File: src/rtl/vram_arbiter_pkg.sv
// rtl/vram_arbiter_pkg.sv - shared constants and slicing helpers for the VRAM arbiter
//
// Contents:
//   REQ_HOST    index of the strict-priority host requester
//   RD_LATENCY  grant-to-rvalid latency of a read, in cycles
//   idx_width   width of a requester index for a given requester count
//   addr_lo     low bit of requester i's slice in the flattened address bus
//   data_lo     low bit of requester i's slice in the flattened write-data bus
package vram_arb_pkg;

  localparam int REQ_HOST   = 0;
  localparam int RD_LATENCY = 2;

  // Never returns 0 so a two-requester build still gets a 1-bit index.
  function automatic int idx_width(input int n);
    int w;
    w = 1;
    while ((1 << w) < n) w++;
    return w;
  endfunction

  function automatic int addr_lo(input int idx, input int addr_width);
    return idx * addr_width;
  endfunction

  function automatic int data_lo(input int idx, input int data_width);
    return idx * data_width;
  endfunction

endpackage

File: src/rtl/vram_arbiter_if.sv
// rtl/vram_arbiter_if.sv - requester and RAM-side signal bundle for the VRAM arbiter
//
// Requester side: req, we, addr (flattened), wdata (flattened) in;
//                 ack, rvalid (one-hot), rdata out.
// RAM side:       ram_wr_addr, ram_wr_en, ram_wr_data, ram_rd_addr out;
//                 ram_rd_data in.
// Modports: slave = the arbiter, master = requesters plus the dpram.
interface vram_arbiter_if #(
  parameter int ADDR_WIDTH = 15,
  parameter int DATA_WIDTH = 32,
  parameter int NUM_REQ    = 3
);

  logic [NUM_REQ-1:0]            req;
  logic [NUM_REQ-1:0]            we;
  logic [NUM_REQ*ADDR_WIDTH-1:0] addr;
  logic [NUM_REQ*DATA_WIDTH-1:0] wdata;
  logic [NUM_REQ-1:0]            ack;
  logic [NUM_REQ-1:0]            rvalid;
  logic [DATA_WIDTH-1:0]         rdata;

  logic [ADDR_WIDTH-1:0]         ram_wr_addr;
  logic                          ram_wr_en;
  logic [DATA_WIDTH-1:0]         ram_wr_data;
  logic [ADDR_WIDTH-1:0]         ram_rd_addr;
  logic [DATA_WIDTH-1:0]         ram_rd_data;

  modport slave (
    input  req, we, addr, wdata, ram_rd_data,
    output ack, rvalid, rdata, ram_wr_addr, ram_wr_en, ram_wr_data, ram_rd_addr
  );

  modport master (
    output req, we, addr, wdata, ram_rd_data,
    input  ack, rvalid, rdata, ram_wr_addr, ram_wr_en, ram_wr_data, ram_rd_addr
  );

endinterface

File: src/rtl/vram_arbiter_rr_pick.sv
// rtl/vram_arbiter_rr_pick.sv - combinational round-robin one-hot picker
//
// Ports:
//   req    in  N   request vector
//   ptr    in  IW  first candidate index (must be < N)
//   grant  out N   one-hot grant, first requester at or after ptr (wrapping)
module rr_pick #(
  parameter int N  = 3,
  parameter int IW = 2
) (
  input  logic [N-1:0]  req,
  input  logic [IW-1:0] ptr,
  input  logic [N-1:0]  unused_tie,
  output logic [N-1:0]  grant
);

  // Scan offsets from farthest to nearest so the nearest hit is the last
  // assignment and therefore the one that survives.
  always_comb begin
    int            idx;
    logic [IW-1:0] pos;
    grant = '0;
    for (int off = N - 1; off >= 0; off--) begin
      idx = int'(ptr) + off;
      if (idx >= N) idx = idx - N;
      pos = IW'(idx);
      if (req[pos] && !unused_tie[pos]) begin
        grant      = '0;
        grant[pos] = 1'b1;
      end
    end
  end

endmodule

File: src/rtl/vram_arbiter.sv
// rtl/vram_arbiter.sv - single-grant-per-cycle arbiter sharing one dpram among NUM_REQ requesters
//
// Optional feature macro: VRAM_ARB_ROUND_ROBIN_EN
//   defined   - requester 0 strict priority, 1..NUM_REQ-1 round-robin
//   undefined - fixed priority, lowest index wins
//
// Ports:
//   clk    in   clock for the arbiter and the dpram
//   rst_n  in   asynchronous active-low reset
//   bus    slave modport of vram_arbiter_if:
//          req/we/addr/wdata in, ack/rvalid/rdata out (requester side)
//          ram_wr_addr/ram_wr_en/ram_wr_data/ram_rd_addr out, ram_rd_data in
module vram_arbiter
  import vram_arb_pkg::*;
#(
  parameter int ADDR_WIDTH = 15,
  parameter int DATA_WIDTH = 32,
  parameter int NUM_REQ    = 3
) (
  input  logic             clk,
  input  logic             rst_n,
  vram_arbiter_if.slave    bus
);

  localparam int IW = idx_width(NUM_REQ);

  logic [NUM_REQ-1:0]    grant;
  logic                  win_any;
  logic [IW-1:0]         win_idx;
  logic                  win_we;
  logic [ADDR_WIDTH-1:0] win_addr;
  logic [DATA_WIDTH-1:0] win_wdata;

  logic                  wr_en_q;
  logic [ADDR_WIDTH-1:0] wr_addr_q;
  logic [DATA_WIDTH-1:0] wr_data_q;
  logic [ADDR_WIDTH-1:0] rd_addr_q;
  logic                  tag_v   [RD_LATENCY];
  logic [IW-1:0]         tag_idx [RD_LATENCY];
  logic [NUM_REQ-1:0]    rvalid_vec;

`ifdef VRAM_ARB_ROUND_ROBIN_EN
  localparam logic [NUM_REQ-1:0] HOST_MASK = NUM_REQ'(1) << REQ_HOST;

  logic [IW-1:0]      rr_ptr;
  logic [NUM_REQ-1:0] rr_grant;

  // Host bit is masked out so the picker only rotates over renderer ports.
  rr_pick #(
    .N  (NUM_REQ),
    .IW (IW)
  ) u_rr_pick (
    .req        (bus.req),
    .ptr        (rr_ptr),
    .unused_tie (HOST_MASK),
    .grant      (rr_grant)
  );

  always_comb begin
    grant = rr_grant;
    if (bus.req[REQ_HOST]) grant = HOST_MASK;
  end

  always_ff @(posedge clk or negedge rst_n) begin
    if (!rst_n) begin
      rr_ptr <= IW'(1);
    end else if (win_any && int'(win_idx) != REQ_HOST) begin
      if (int'(win_idx) == NUM_REQ - 1) rr_ptr <= IW'(1);
      else                              rr_ptr <= win_idx + IW'(1);
    end
  end
`else
  always_comb begin
    grant = '0;
    for (int i = NUM_REQ - 1; i >= 0; i--) begin
      if (bus.req[i]) begin
        grant    = '0;
        grant[i] = 1'b1;
      end
    end
  end
`endif

  // Mux the winning requester's command fields.
  always_comb begin
    win_idx   = '0;
    win_we    = 1'b0;
    win_addr  = '0;
    win_wdata = '0;
    for (int i = 0; i < NUM_REQ; i++) begin
      if (grant[i]) begin
        win_idx   = IW'(i);
        win_we    = bus.we[i];
        win_addr  = bus.addr[addr_lo(i, ADDR_WIDTH) +: ADDR_WIDTH];
        win_wdata = bus.wdata[data_lo(i, DATA_WIDTH) +: DATA_WIDTH];
      end
    end
  end

  assign win_any = |grant;

  // ack is forced low while reset is held so nothing is granted into a
  // pipeline that is being cleared.
  assign bus.ack = rst_n ? grant : '0;

  always_ff @(posedge clk or negedge rst_n) begin
    if (!rst_n) begin
      wr_en_q   <= 1'b0;
      wr_addr_q <= '0;
      wr_data_q <= '0;
      rd_addr_q <= '0;
      for (int s = 0; s < RD_LATENCY; s++) begin
        tag_v[s]   <= 1'b0;
        tag_idx[s] <= '0;
      end
    end else begin
      wr_en_q <= win_any & win_we;
      if (win_any && win_we) begin
        wr_addr_q <= win_addr;
        wr_data_q <= win_wdata;
      end
      if (win_any && !win_we) rd_addr_q <= win_addr;
      // Tag stage 0 lines up with the address at the RAM, the last stage
      // with the data coming out of the registered read port.
      tag_v[0]   <= win_any & ~win_we;
      tag_idx[0] <= win_idx;
      for (int s = 1; s < RD_LATENCY; s++) begin
        tag_v[s]   <= tag_v[s-1];
        tag_idx[s] <= tag_idx[s-1];
      end
    end
  end

  always_comb begin
    rvalid_vec = '0;
    if (tag_v[RD_LATENCY-1]) rvalid_vec[tag_idx[RD_LATENCY-1]] = 1'b1;
  end

  assign bus.rvalid      = rvalid_vec;
  assign bus.rdata       = bus.ram_rd_data;
  assign bus.ram_wr_en   = wr_en_q;
  assign bus.ram_wr_addr = wr_addr_q;
  assign bus.ram_wr_data = wr_data_q;
  assign bus.ram_rd_addr = rd_addr_q;

endmodule

File: src/flat_wrapper.sv
// flat-port wrapper written by rule: the top's interface ports become plain ports
module vram_arbiter_flat import vram_arb_pkg::*;
#(
  parameter int ADDR_WIDTH = 15,
  parameter int DATA_WIDTH = 32,
  parameter int NUM_REQ    = 3
)
  (clk, rst_n, bus_req, bus_we, bus_addr, bus_wdata, bus_ram_rd_data, bus_ack, bus_rvalid, bus_rdata, bus_ram_wr_addr, bus_ram_wr_en, bus_ram_wr_data, bus_ram_rd_addr);
  vram_arbiter_if #(.ADDR_WIDTH(ADDR_WIDTH), .DATA_WIDTH(DATA_WIDTH), .NUM_REQ(NUM_REQ)) bus_i ();
  input  logic clk;
  input  logic rst_n;
  input wire logic [$bits(bus_i.req)-1:0] bus_req;
  input wire logic [$bits(bus_i.we)-1:0] bus_we;
  input wire logic [$bits(bus_i.addr)-1:0] bus_addr;
  input wire logic [$bits(bus_i.wdata)-1:0] bus_wdata;
  input wire logic [$bits(bus_i.ram_rd_data)-1:0] bus_ram_rd_data;
  output wire logic [$bits(bus_i.ack)-1:0] bus_ack;
  output wire logic [$bits(bus_i.rvalid)-1:0] bus_rvalid;
  output wire logic [$bits(bus_i.rdata)-1:0] bus_rdata;
  output wire logic [$bits(bus_i.ram_wr_addr)-1:0] bus_ram_wr_addr;
  output wire logic [$bits(bus_i.ram_wr_en)-1:0] bus_ram_wr_en;
  output wire logic [$bits(bus_i.ram_wr_data)-1:0] bus_ram_wr_data;
  output wire logic [$bits(bus_i.ram_rd_addr)-1:0] bus_ram_rd_addr;
  assign bus_i.req = bus_req;
  assign bus_i.we = bus_we;
  assign bus_i.addr = bus_addr;
  assign bus_i.wdata = bus_wdata;
  assign bus_i.ram_rd_data = bus_ram_rd_data;
  assign bus_ack = bus_i.ack;
  assign bus_rvalid = bus_i.rvalid;
  assign bus_rdata = bus_i.rdata;
  assign bus_ram_wr_addr = bus_i.ram_wr_addr;
  assign bus_ram_wr_en = bus_i.ram_wr_en;
  assign bus_ram_wr_data = bus_i.ram_wr_data;
  assign bus_ram_rd_addr = bus_i.ram_rd_addr;
  vram_arbiter #(.ADDR_WIDTH(ADDR_WIDTH), .DATA_WIDTH(DATA_WIDTH), .NUM_REQ(NUM_REQ)) u_core (.clk(clk), .rst_n(rst_n), .bus(bus_i));
endmodule
File: config.mk
export PLATFORM = sky130hd
export DESIGN_NAME = vram_arbiter_flat
export DESIGN_NICKNAME = d
export VERILOG_FILES = /design/src/rtl/vram_arbiter_pkg.sv /design/src/rtl/vram_arbiter_if.sv /design/src/rtl/vram_arbiter_rr_pick.sv /design/src/rtl/vram_arbiter.sv /design/src/flat_wrapper.sv
export SDC_FILE = /design/constraint.sdc
export NUM_CORES = 1
export LEC_CHECK = 0
export ABC_AREA = 1
export BUFFER_PORTS_ARGS = -buffer_cell sky130_fd_sc_hd__buf_4
export CAP_MARGIN = 20
export CORE_ASPECT_RATIO = 1.75
export CORE_MARGIN = 10
export CORE_UTILIZATION = 44
export DETAILED_ROUTE_END_ITERATION = 8
export GPL_ROUTABILITY_DRIVEN = 0
export PLACE_DENSITY = 0.91
export SETUP_SLACK_MARGIN = 0.02
export SLEW_MARGIN = 15
export SYNTH_ARGS = -nofsm -noshare
export SYNTH_HDL_FRONTEND = slang
export SYNTH_HIERARCHICAL = 1
export SYNTH_SLANG_ARGS = --single-unit
File: constraint.sdc
create_clock -name clk -period 3.57 [get_ports clk]
set_clock_uncertainty 0.2 [all_clocks]
set_input_delay 0.5355 -clock clk [delete_from_list [all_inputs] [get_ports clk]]
set_output_delay 0.5355 -clock clk [all_outputs]
set_load 0.01 [all_outputs]
# ---- Word-level counts from Yosys, hierarchy flattened
# Index checks and enable logic that the tools add are counted.
dict set report totals {
  reg_bits 69
  latch_bits 0
  ram_bits 0
  rom_bits 0
  inputBits 181
  out_inout_bits 101
  elab_cells 36
  mem_count 0
}
dict set report classes {
  n_addsub 0
  multipliers 0
  div_mod_pow 0
  order_cmp 2
  eq_ne 0
  shift 0
  n_mux 18
  bitwise_logic 3
  reduce_logical 5
}
# op count
set op_table {}
lappend op_table {{$mux 32} 3}
lappend op_table {{$mux 15} 3}
lappend op_table {{$mux 3} 5}
lappend op_table {{$mux 1} 5}
lappend op_table {{$logic_and 1x1->1} 3}
lappend op_table {{$lt 2x3->1 const B} 1}
lappend op_table {{$reduce_or 3->1} 1}
lappend op_table {{$and 1x1->1} 2}
lappend op_table {{$demux 1 s2} 1}
lappend op_table {{$ge 2x1->1 const B} 1}
lappend op_table {{$mux 2} 1}
lappend op_table {{$logic_not 1->1} 1}
lappend op_table {{$not 1->1} 1}

# ---- Logic depth before layout (Yosys ltp)
# Gate-level depths: netlist (run 1).
dict set report logic_depth {
  word_depth 8
  ltp_mapped 10
  ltp_nobuf 7
}

# ---- Worst setup path before layout (run 1)
# No wires, ideal clock.
dict set report synth_timing {
  path_kind {input-to-output}
  start {in bus_req[1]}
  end {out bus_ack[2]}
  t_arrival_ns 1.353
  t_required_ns 2.834
  slack_ns 1.482
  path_stages 5
  path_buffers 2
  cell_sequence {buf_4 > nor2_4 > clkbuf_1 > nand2_1 > nor2_1}
}
dict set report synth_via {
  elab_chain_len 3
}
# item line
set synth_lines {}
lappend synth_lines {{start: declaration} flat_wrapper.sv:12} ;# input wire logic [$bits(bus_i.req)-1:0] bus_req;
lappend synth_lines {{$mux 3 (2 in series)} vram_arbiter.sv:76} ;# if (bus.req[i]) begin
lappend synth_lines {{$mux 3} vram_arbiter.sv:104} ;# assign bus.ack = rst_n ? grant : '0;
lappend synth_lines {{end: declaration} flat_wrapper.sv:17} ;# output wire logic [$bits(bus_i.ack)-1:0] bus_ack;
# Every way passes these cells.

# ---- Worst setup path in the final report (run 1)
dict set report layout_timing {
  start {in rst_n}
  end {out bus_ack[1]}
}
dict set report layout_via {
  elab_chain_len 1
}
# item line
set layout_lines {}
lappend layout_lines {{start: declaration} flat_wrapper.sv:11} ;# input logic rst_n;
lappend layout_lines {{$mux 3} vram_arbiter.sv:104}
# Every way passes these cells.

==> results of run 1 <==
## cell usage in the layout (no fill, tap or decap), drive strengths merged
cell	Yosys	layout
buf	57	223
nand2	257	257
nor2	5	5
diode	0	1
nor3b	1	1
inv	10	10
dfrtp	69	69
nand3	127	127
clkbuf	10	14
dlygate4sd3	0	1
clkinv	0	1
nor3	2	2
## final timing paths
| check | cells after the start | to |
|---|---|---|
| min in group asynchronous | 2 | u_core/bus.ram_wr_data[7]$_DFFE_PN0P_ |
| max in group asynchronous | 3 | u_core/bus.ram_wr_addr[7]$_DFFE_PN0P_ |
| max reg2reg | 2 | u_core/bus.ram_wr_data[22]$_DFFE_PN0P_ |
| min reg2reg | 0 | u_core/tag_idx[0]$_DFF_PN0_ |
| max | 5 | bus_ack[1] |
| min | 0 | u_core/tag_idx[0]$_DFF_PN0_ |
## metrics by stage
stage          total power [uW]  setup slack, ps  cells  cell area (um^2)  utilization, %
6_report                   2470             1020    828              5560            64.1
5_1_grt                    2590              866    828              5560            64.1
4_1_cts                    2500              993    827              5560            64.1
3_5_place_dp               1660              899    811              5270            60.8
3_3_place_gp               1640              985    811              5270            60.8
2_1_floorplan              1290             1480    538              3890               -
## area by class of cell
| cell class | instances | share of cell area [%] |
|---|---|---|
| multi-input combinational | 392 | 30.1 |
| inverter | 10 | 0.675 |
| antenna | 1 | 0.0450 |
| tap | 117 | 2.63 |
| sequential | 69 | 31.1 |
| clock inverter | 1 | 0.0900 |
| clock buffer | 14 | 4.93 |
| timing repair buffer | 224 | 30.5 |
## timing repair
action	4_1_cts	5_1_grt
hold buffers	1	0
resized for setup	0	0
hold endpoints to repair	23	0
setup buffers	0	0
## logic make-up after synthesis
kind of cell,count (synthesis),synth area share (%)
DFF,69,44.4
buffers and inverters,77,12.6
and+or+nand+nor,392,43.0
## state kept, by name, summed over array words and instances, names as in the netlist
register                cells
u_core/bus.ram_wr_data     32
u_core/bus.ram_rd_addr     15
u_core/bus.ram_wr_addr     15
u_core/tag_idx              4
u_core/tag_v                2
u_core/bus.ram_wr_en        1
## metal layers
| metal | part of all wire, % | vias to the layer above |
|---|---|---|
| met5 | 0 | - |
| met3 | 7.5 | 98 |
| li1 | - | 2016 |
| met1 | 30 | 2011 |
| met2 | 54 | 220 |
| met4 | 8.4 | 0 |
## worst register-to-register path: cells and delay by family (launching register included)
| family | cells | cell delay, ps |
|---|---|---|
| and+or+nand+nor | 2 | 150 |
| DFF | 1 | 440 |
## power by group through the flow
stage | clock network, uW | logic (uW) | registers, uW
after floorplan | 0 | 269 | 1020
after global placement | 0 | 662 | 975
after detailed placement | 0 | 681 | 978
after CTS | 846 | 684 | 968
after global routing | 875 | 738 | 981
final | 826 | 675 | 968
==> impl_results.md, run 1 <==
- Outcome: completed
- Crit Path Max Fanout: 26
- Most frequent cell after synthesis: nand2_1
- Leakage: 0.00313 uW
- Residual DRC: 0
- First-pass GRT wire length: 22700 um
- Starting Density: 44.8%
- Min cycle time layout: 2550 ps
- Slew Limit Fails: 0
- Clk root buf: clkbuf_16
- Path type of the worst setup path: input pin to primary output
- Area of the multi-input gates: 1670 um^2
- Cell taking the most area after synthesis: dfrtp_1
- Ys Warns: 6
- Critical R2R Launch: u_core/bus.ram_wr_data[22]$_DFFE_PN0P_
- Cell mode on critical path: buf_4
- Share of the synthesized area in the top cell type: 44.4%
- Post-synth cell types: 16
- Die W: 91.1 um
- CP Data Arrival Time: 1810 ps
- Normalized max-slew margin: 55.5%
- Worst Hold Slack: 148 ps
- Combinational group share of total power: 27.4%
- Number of enable flip-flop cells after synthesis: 0
- Max Root-Sink Buffers: 2
- RSZ-0062 raised after global routing: no
- Clk sink count: 69
- FF+latch area: 1730 um^2
- Met3 Use GR: 5.55%
- Final net count: 887
- Seq pwr share: 39.2%
- Buffer and inverter count on the worst path: 4
- M1 GR Usage: 19.8%
- Async S/R FF share, synth: 100%
- Crit path largest cell delay: 540 ps
- Mapped cell area: 3890 um^2
- R2r setup slk: 2670 ps
- CP max-delay cell: dlygate4sd3_1
- Die ar.: 13100 um^2
- DRT Pass-1 Iters: 6
- Initial antenna violation count: 1
- Final Setup Violations: 0
- Min-delay src: u_core/tag_idx[2]$_DFF_PN0_
- Total core area: 8670 um^2
- Die height: 144 um
- Synth top cells by count: nand2_1 (254), nand3_1 (125), dfrtp_1 (69)
- Worst-skew pair later-pin latency: 320 ps
- Switching Power: 722 uW
- Fillers: 788
- Largest net degree at the start of global routing: 54
- Sw Share: 29.2%
- Dpl hpwl: 11800 um
- Rows: 45
- Req. time, crit path: 2830 ps
- Layout cells sized above 1: 34.8%
- Main synth FF type: dfrtp_1
- Initial DRC Count: 245
- Startpoint types: input pin
- PortBufs: 217
- CP cell instances: dlygate4sd3_1, buf_4, inv_1, nor3_1, buf_4
- CTS tree: built
- Grt total ovfl: 0
- Register area share after synthesis: 44.4%
- Post-synthesis register bit count: 69
- Via count: 4345
- Net Count, Synth: 719
- Clock-pin transition on the worst setup and hold timing paths: 50 ps
- Least-Margin Pin Slew: 665 ps
- Power Dens Cells: 444 nW/um^2
- Fmax: 0.393 GHz
- Tightest Hold Check Type: register to register
- Final WL: 15100 um
- Maximum vdd drop: 0.308 mV
- Final hold vios: 0
- Critical path startpoint: rst_n
- Clk pwr share: 33.5%
- Wire per inst: 18.3 um
- GR peak layer: met2
- Antenna Violating Nets Remaining: 0
- Setup crit end kind: primary output
- Routed vias/inst: 5.25
- Maxcap violations: 0
- I/O pins: 282
- Vias in the first global route: 4502
- Final period util: 71.3%
- Layout area overhead: 43.0%
- Internal power: 1750 uW
- Num CTS Buffers: 9
- Syn_area_per_cell: 7.23 um^2
- Cell family with most CP delay: buffers and inverters
- Cells after synthesis: 538
- Top post-synthesis cells by area: dfrtp_1 (44%), nand2_1 (25%), nand3_1 (16%)
- Setup tns final: 0 ps
- Met2 usage: 40.2%
- GRT Total Usage: 22.0%
- H-tree depth: 3
Power figures use the tool's default switching activity.
==> inputs of run 2 (changes only) <==
--- a/config.mk
+++ b/config.mk
@@ -10,10 +10,10 @@
 export CAP_MARGIN = 20
 export CORE_ASPECT_RATIO = 1.75
 export CORE_MARGIN = 10
-export CORE_UTILIZATION = 44
+export CORE_UTILIZATION = 41
 export DETAILED_ROUTE_END_ITERATION = 8
 export GPL_ROUTABILITY_DRIVEN = 0
-export PLACE_DENSITY = 0.91
+export PLACE_DENSITY = 0.86
 export SETUP_SLACK_MARGIN = 0.02
 export SLEW_MARGIN = 15
 export SYNTH_ARGS = -nofsm -noshare
==> constraint.sdc (replaced) <==
create_clock -name clk -period 2.6 [get_ports clk]
set_clock_uncertainty 0.2 [all_clocks]
set_input_delay 0.39 -clock clk [delete_from_list [all_inputs] [get_ports clk]]
set_output_delay 0.39 -clock clk [all_outputs]
set_load 0.01 [all_outputs]
==> run 2 against run 1 <==
Against the previous run: worst setup slack worse by 440 ps; cell area up 1.5%; hold slack about the same; first-iteration DRC count down 0.82%; wire length down 0.44%; utilization down 3.8 points; critical endpoint unchanged; cell count up 1.3%; largest cell class is now buffers; count of clock-buffer cells in the layout down 4.
==> impl_results.md, run 2 (synthesized netlist as in run 1, its figures left out) <==
- Clk pwr share: 36.8% (was 33.5%)
- Ant. Diodes: 0 (was 1)
- CP max-delay cell: dlygate4sd3_1 (unchanged)
- Path type of the worst setup path: input pin to primary output (unchanged)
- Crit Path Max Fanout: 4 (was 26)
- Tightest Hold Check Type: register to register (unchanged)
- Layout cells sized above 1: 35.7% (was 34.8%)
- Cell mode on critical path: buf_4 (unchanged)
- Fillers: 823 (was 788)
- Clock-pin transition on the worst setup and hold timing paths: 50 ps (about the same)
- Die ar.: 13900 um^2 (was 13100 um^2)
- Vias in the first global route: 4511 (was 4502)
- Fmax: 0.496 GHz
- Power Dens Cells: 631 nW/um^2 (was 444 nW/um^2)
- CP Data Arrival Time: 1420 ps (was 1810 ps)
- PortBufs: 217 (unchanged)
- Wire per inst: 18.0 um (was 18.3 um)
- GRT Total Usage: 20.8% (was 22.0%)
- Setup crit end kind: primary output (unchanged)
- Slew Limit Fails: 0 (unchanged)
- Max reg flops: 32 (unchanged)
- Commonest non-fill, non-tap cells in the layout: nand2_1 (254), buf_4 (229), nand3_1 (125) (was nand2_1 (254), buf_4 (222), nand3_1 (125))
- Clk root buf: clkbuf_16 (unchanged)
- RSZ-0062 raised after global routing: no (unchanged)
- H-tree depth: 3 (unchanged)
- Final net count: 893 (was 887)
- Internal power: 2550 uW (was 1750 uW)
- Normalized max-slew margin: 42.2% (was 55.5%)
- Max Root-Sink Buffers: 2 (unchanged)
- Final Setup Violations: 0 (unchanged)
- Least-Margin Pin Slew: 867 ps (was 665 ps)
- Worst-skew pair later-pin latency: 320 ps (about the same)
- Crit path largest cell delay: 530 ps (was 540 ps)
- CTS tree: built (unchanged)
- Grt total ovfl: 0 (unchanged)
- Seq pwr share: 37.2% (was 39.2%)
- Num CTS Buffers: 9 (unchanged)
- Buffer and inverter count on the worst path: 4 (unchanged)
- Initial DRC Count: 243 (was 245)
- DRT Pass-1 Iters: 7 (was 6)
- Req. time, crit path: 2010 ps (was 2830 ps)
- Routed vias/inst: 5.15 (was 5.25)
- Final hold vios: 0 (unchanged)
- I/O pins: 282 (unchanged)
- Initial antenna violation count: 0 (was 1)
- Layout area overhead: 45.1% (was 43.0%)
- Combinational group share of total power: 26.0% (was 27.4%)
- Commonest non-fill, non-tap cell in the layout: nand2_1 (unchanged)
- Starting Density: 41.6% (was 44.8%)
- Maximum vdd drop: 0.342 mV (was 0.308 mV)
- Outcome: completed (unchanged)
- Setup tns final: 0 ps (unchanged)
- Startpoint types: input pin (unchanged)
- FF+latch area: 1730 um^2 (unchanged)
- Via count: 4319 (was 4345)
- First-pass GRT wire length: 22600 um (was 22700 um)
- Antenna Violating Nets Remaining: 0 (unchanged)
- Maxcap violations: 0 (unchanged)
- CP cell instances: dlygate4sd3_1, buf_4, inv_1, nor3_1, buf_4 (unchanged)
- Sw Share: 28.4% (was 29.2%)
- Dpl cells: 822 (was 811)
- Dpl hpwl: 11800 um (about the same)
- Min cycle time layout: 2010 ps
- Switching Power: 1010 uW (was 722 uW)
- Design Area, Final: 5640 um^2 (was 5560 um^2)
- Total core area: 9350 um^2 (was 8670 um^2)
- Area of the multi-input gates: 1670 um^2 (unchanged)
- Leakage: 0.00317 uW (was 0.00313 uW)
- Clk sink count: 69 (unchanged)
- Non-Filler Instances: 839 (was 828)
- DP Area: 5310 um^2 (was 5270 um^2)
- Largest net degree at the start of global routing: 63 (was 54)
- Final period util: 77.5%
- Residual DRC: 0 (unchanged)
- Final WL: 15100 um (about the same)
- Cell family with most CP delay: buffers and inverters (unchanged)
- Die W: 93.6 um (was 91.1 um)
- Die height: 149 um (was 144 um)
- Rows: 47 (was 45)
-- run 2: cell count changes in the layout (fill, tap and decap cells not counted), moves of 2 or more --
cell	change
buf_4	+7
bufinv_16	+2
clkbuf_1	-2
clkbuf_8	-2
-- run 2: power by group through the flow --
| stage | Combinational (uW) | Clock (uW) | Sequential, uW |
|---|---|---|---|
| final | 924 | 1310 | 1320 |
| after global routing | 1010 | 1380 | 1340 |
| after CTS | 936 | 1340 | 1320 |
| after detailed placement | 933 | 0 | 1340 |
| after global placement | 911 | 0 | 1340 |
| after floorplan | 370 | 0 | 1400 |
-- run 2: final timing paths --
| check | cells after the start | slack [ps] | endpoint | start |
|---|---|---|---|---|
| min in group asynchronous | 3 | 500 | u_core/bus.ram_wr_data[15]$_DFFE_PN0P_ | rst_n |
| setup / recovery | 5 | 590 | bus_ack[1] | rst_n |
| setup reg to reg | 2 | 1750 | u_core/bus.ram_wr_addr[3]$_DFFE_PN0P_ | u_core/bus.ram_wr_addr[3]$_DFFE_PN0P_ |
| hold reg to reg | 0 | 150 | u_core/tag_idx[1]$_DFF_PN0_ | u_core/tag_idx[3]$_DFF_PN0_ |
| max in group asynchronous | 3 | 1320 | u_core/bus.ram_wr_addr[9]$_DFFE_PN0P_ | rst_n |
| hold / removal | 0 | 150 | u_core/tag_idx[1]$_DFF_PN0_ | u_core/tag_idx[3]$_DFF_PN0_ |
-- run 2: timing repair --
item / CTS / global route
setup buffers: 0 / 0
endpoints found under the hold margin: 29 / 0
gates resized for setup: 0 / 0
hold buffers: 1 / 0
-- run 2: stage by stage --
step	total power, uW	hold slack (ps)	worst slack, ps	util [%]
6_report	3560	147	586	60.4
3_3_place_gp	2250	135	478	56.8
5_1_grt	3730	160	519	60.4
4_1_cts	3590	148	545	60.4
2_1_floorplan	1770	-106	803	-
3_5_place_dp	2270	136	382	56.8
-- run 2: per-layer routing --
layer | track usage [%] | part of all wire [%]
met1 | 19.9 | 33
met5 | 0 | 0
met2 | 36.7 | 52
met3 | 4.39 | 7.6
met4 | 17.4 | 7.4
-- run 2: final cells by class --
class	instances	share of cell area, %
repair buffers	230	30.6
flip-flops and latches	69	30.6
multi-input cells	392	29.6
clock buffers	10	4.24
well taps	122	2.71
clock inverters	6	1.53
inverters	10	0.665
-- run 2: worst register-to-register path: stages, from the launching register on --
cell and delay, ps:
dfrtp_1 410, nand2_1 80, nand2_1 60
==> inputs of run 3 (changes only) <==
--- a/config.mk
+++ b/config.mk
@@ -5,15 +5,15 @@
 export SDC_FILE = /design/constraint.sdc
 export NUM_CORES = 1
 export LEC_CHECK = 0
-export ABC_AREA = 1
+export ABC_AREA = 0
 export BUFFER_PORTS_ARGS = -buffer_cell sky130_fd_sc_hd__buf_4
 export CAP_MARGIN = 20
 export CORE_ASPECT_RATIO = 1.75
 export CORE_MARGIN = 10
-export CORE_UTILIZATION = 41
+export CORE_UTILIZATION = 43
 export DETAILED_ROUTE_END_ITERATION = 8
 export GPL_ROUTABILITY_DRIVEN = 0
-export PLACE_DENSITY = 0.86
+export PLACE_DENSITY = 0.87
 export SETUP_SLACK_MARGIN = 0.02
 export SLEW_MARGIN = 15
 export SYNTH_ARGS = -nofsm -noshare
==> constraint.sdc (replaced) <==
create_clock -name clk -period 2.1 [get_ports clk]
set_clock_uncertainty 0.2 [all_clocks]
set_input_delay 0.315 -clock clk [delete_from_list [all_inputs] [get_ports clk]]
set_output_delay 0.315 -clock clk [all_outputs]
set_load 0.01 [all_outputs]
==> run 3 against run 2 <==
Against the previous run: first-iteration DRC count down 39%; count of clock-buffer cells in the layout up 2; sequential share of layout area down 1.7 points.
==> impl_results.md, run 3 <==
- Vias in the first global route: 4165 (was 4511)
- DR WL met2: 8140 um (was 7920 um)
- Area of the multi-input gates: 2060 um^2 (was 1670 um^2)
- Residual DRC: 0 (unchanged)
- Post-synth cell types: 20 (was 16)
- CP cell instances: dlygate4sd3_1, buf_4, and2_1, buf_4 (was dlygate4sd3_1, buf_4, inv_1, nor3_1, buf_4)
- Die W: 94.8 um (was 93.6 um)
- Maxcap violations: 0 (unchanged)
- CP max-delay cell: dlygate4sd3_1 (unchanged)
- Starting Density: 44.2% (was 41.6%)
- Ys Warns: 6 (unchanged)
- Dpl hpwl: 12000 um (was 11800 um)
- First-pass GRT wire length: 22400 um (was 22600 um)
- Net Count, Synth: 582 (was 719)
- Dpl cells: 686 (was 822)
- Top Layer Used: met4 (unchanged)
- Fillers: 787 (was 823)
- I/O pins: 282 (unchanged)
- Req. time, crit path: 1580 ps (was 2010 ps)
- Post-cts resize count: 0 (unchanged)
- Mapped cell area: 4210 um^2 (was 3890 um^2)
- # Post-CTS Setup Buffers: 0 (unchanged)
- Largest net degree at the start of global routing: 49 (was 63)
- Commonest non-fill, non-tap cells in the layout: buf_4 (226), a21oi_1 (95), dfrtp_1 (69) (was nand2_1 (254), buf_4 (229), nand3_1 (125))
- Final net count: 757 (was 893)
- Startpoint types: input pin (unchanged)
- Leakage: 0.00279 uW (was 0.00317 uW)
- CTS tree: built (unchanged)
- Top post-synthesis cells by area: dfrtp_1 (41%), a21oi_1 (11%), mux2_4 (10%) (was dfrtp_1 (44%), nand2_1 (25%), nand3_1 (16%))
- Register area share after synthesis: 41.0% (was 44.4%)
- Cells after synthesis: 401 (was 538)
- Layout area overhead: 41.7% (was 45.1%)
- Cell taking the most area after synthesis: dfrtp_1 (unchanged)
- Final period util: 86.2%
- Antenna Violating Nets Remaining: 0 (unchanged)
- Syn_area_per_cell: 10.5 um^2 (was 7.23 um^2)
- CP Data Arrival Time: 1300 ps (was 1420 ps)
- Max reg flops: 32 (unchanged)
- Ant. Diodes: 0 (unchanged)
- Max Root-Sink Buffers: 2 (unchanged)
- Design Power: 4460 uW (was 3560 uW)
- GRT Total Usage: 20.5% (was 20.8%)
- Normalized max-slew margin: 69.5% (was 42.2%)
- Layout cells sized above 1: 52.7% (was 35.7%)
- Outcome: completed (unchanged)
- Path type of the worst setup path: input pin to primary output (unchanged)
- Worst reg2reg path depth: 1 (was 2)
- Initial antenna violation count: 0 (unchanged)
- H-tree depth: 3 (unchanged)
- Final hold vios: 0 (unchanged)
- Clock-pin transition on the worst setup and hold timing paths: 50 ps (about the same)
- Die height: 151 um (was 149 um)
- Routed vias/inst: 5.28 (was 5.15)
- Most frequent cell after synthesis: a21oi_1 (was nand2_1)
- Grt total ovfl: 0 (unchanged)
- Wire per inst: 21.7 um (was 18.0 um)
- Initial DRC Count: 148 (was 243)
- Num CTS Buffers: 9 (unchanged)
- Clk sink count: 69 (unchanged)
- Fmax: 0.552 GHz
- Hold buffers post-CTS: 1 (unchanged)
- Final Setup Violations: 0 (unchanged)
- Via count: 3700 (was 4319)
- Die ar.: 14300 um^2 (was 13900 um^2)
- Least-Margin Pin Slew: 457 ps (was 867 ps)
- RSZ-0062 raised after global routing: no (unchanged)
- Non-Filler Instances: 701 (was 839)
- Power Dens Cells: 748 nW/um^2 (was 631 nW/um^2)
- Crit path largest cell delay: 540 ps (was 530 ps)
- Rows: 47 (unchanged)
- Share of the synthesized area in the top cell type: 41.0% (was 44.4%)
- Tightest Hold Check Type: register to register (unchanged)
- Setup tns final: 0 ps (unchanged)
- Cell mode on critical path: buf_4 (unchanged)
- M1 WL: 4990 um (was 4910 um)
- Async S/R FF share, synth: 100% (unchanged)
- Total core area: 9530 um^2 (was 9350 um^2)
- Slew Limit Fails: 0 (unchanged)
- Worst-skew pair later-pin latency: 320 ps (about the same)
- PortBufs: 217 (unchanged)
- Synth top cells by count: a21oi_1 (95), dfrtp_1 (69), nor2b_1 (50) (was nand2_1 (254), nand3_1 (125), dfrtp_1 (69))
- Clk root buf: clkbuf_16 (unchanged)
- Main synth FF type: dfrtp_1 (unchanged)
- FF+latch area: 1730 um^2 (unchanged)
- Met3 WL post-DR: 987 um (was 1140 um)
- Worst Hold Path Cells: 0 (unchanged)
- Setup crit end kind: primary output (unchanged)
- Maximum vdd drop: 0.421 mV (was 0.342 mV)
- Final WL: 15200 um (was 15100 um)
- Crit Path Max Fanout: 5 (was 4)
- Post-synthesis register bit count: 69 (unchanged)
- Number of enable flip-flop cells after synthesis: 0 (unchanged)
- Min cycle time layout: 1810 ps
- Commonest non-fill, non-tap cell in the layout: buf_4 (was nand2_1)
- DRT Pass-1 Iters: 4 (was 7)
==> run 3: cell count changes in the layout (fill, tap and decap cells not counted), moves of 28 or more <==
cell,previous run,this run
a21oi_1,0,95
mux2_2,0,34
mux2_4,0,28
nand2_1,254,1
nand3_1,125,0
nand3b_1,0,48
nor2b_1,0,50
==> run 3: power by group <==
part / internal (uW) / switching (uW)
sequential: 1540 / 127
combinational: 780 / 566
clock: 936 / 508
==> run 3: worst max-delay path: cells and delay by family <==
kind | cells | cell delay [ps]
buf+inv | 3 | 830
simple gates | 1 | 150
==> run 3: cells by family after synthesis <==
family                 synth area share [%]
AOI/OAI and AO/OA                      12.0
muxes                                  19.1
DFF                                    41.0
buffers and inverters                  10.3
and+or+nand+nor                        17.6
==> run 3: worst paths after layout <==
kind / slack, ps / startpoint / endpoint
hold reg to reg: 150 / u_core/tag_v[1]$_DFF_PN0_ / u_core/tag_v[0]$_DFF_PN0_
setup reg to reg: 1100 / u_core/bus.ram_wr_data[15]$_DFFE_PN0P_ / u_core/bus.ram_wr_data[15]$_DFFE_PN0P_
setup / recovery: 290 / rst_n / bus_ack[0]
hold / removal: 150 / u_core/tag_v[1]$_DFF_PN0_ / u_core/tag_v[0]$_DFF_PN0_
max in group asynchronous: 950 / rst_n / u_core/bus.ram_rd_addr[2]$_DFFE_PN0P_
min in group asynchronous: 410 / rst_n / u_core/bus.ram_wr_data[14]$_DFFE_PN0P_
==> run 3: cell type report <==
type	instances	share of cell area (%)
clock buffers	12	4.13
clock inverters	2	0.587
inverters	1	0.0629
multi-input cells	266	34.5
flip-flops and latches	69	28.9
well taps	122	2.56
repair buffers	229	29.3
==> run 3: metrics by stage <==
stage	worst slack (ps)	utilization (%)	hold slack (ps)	instance area [um^2]
2_1_floorplan	381	-	-181	4210
3_3_place_gp	268	59.6	131	5680
3_5_place_dp	181	59.6	136	5680
4_1_cts	287	62.6	148	5970
5_1_grt	233	62.6	154	5970
6_report	289	62.6	146	5970
==> run 3: routing by layer <==
metal  up-vias  global-route usage [%]
li1       1718                       -
met1      1753                    19.5
met2       154                    37.0
met3        75                    4.81
met4         0                    15.3
met5         -                       0
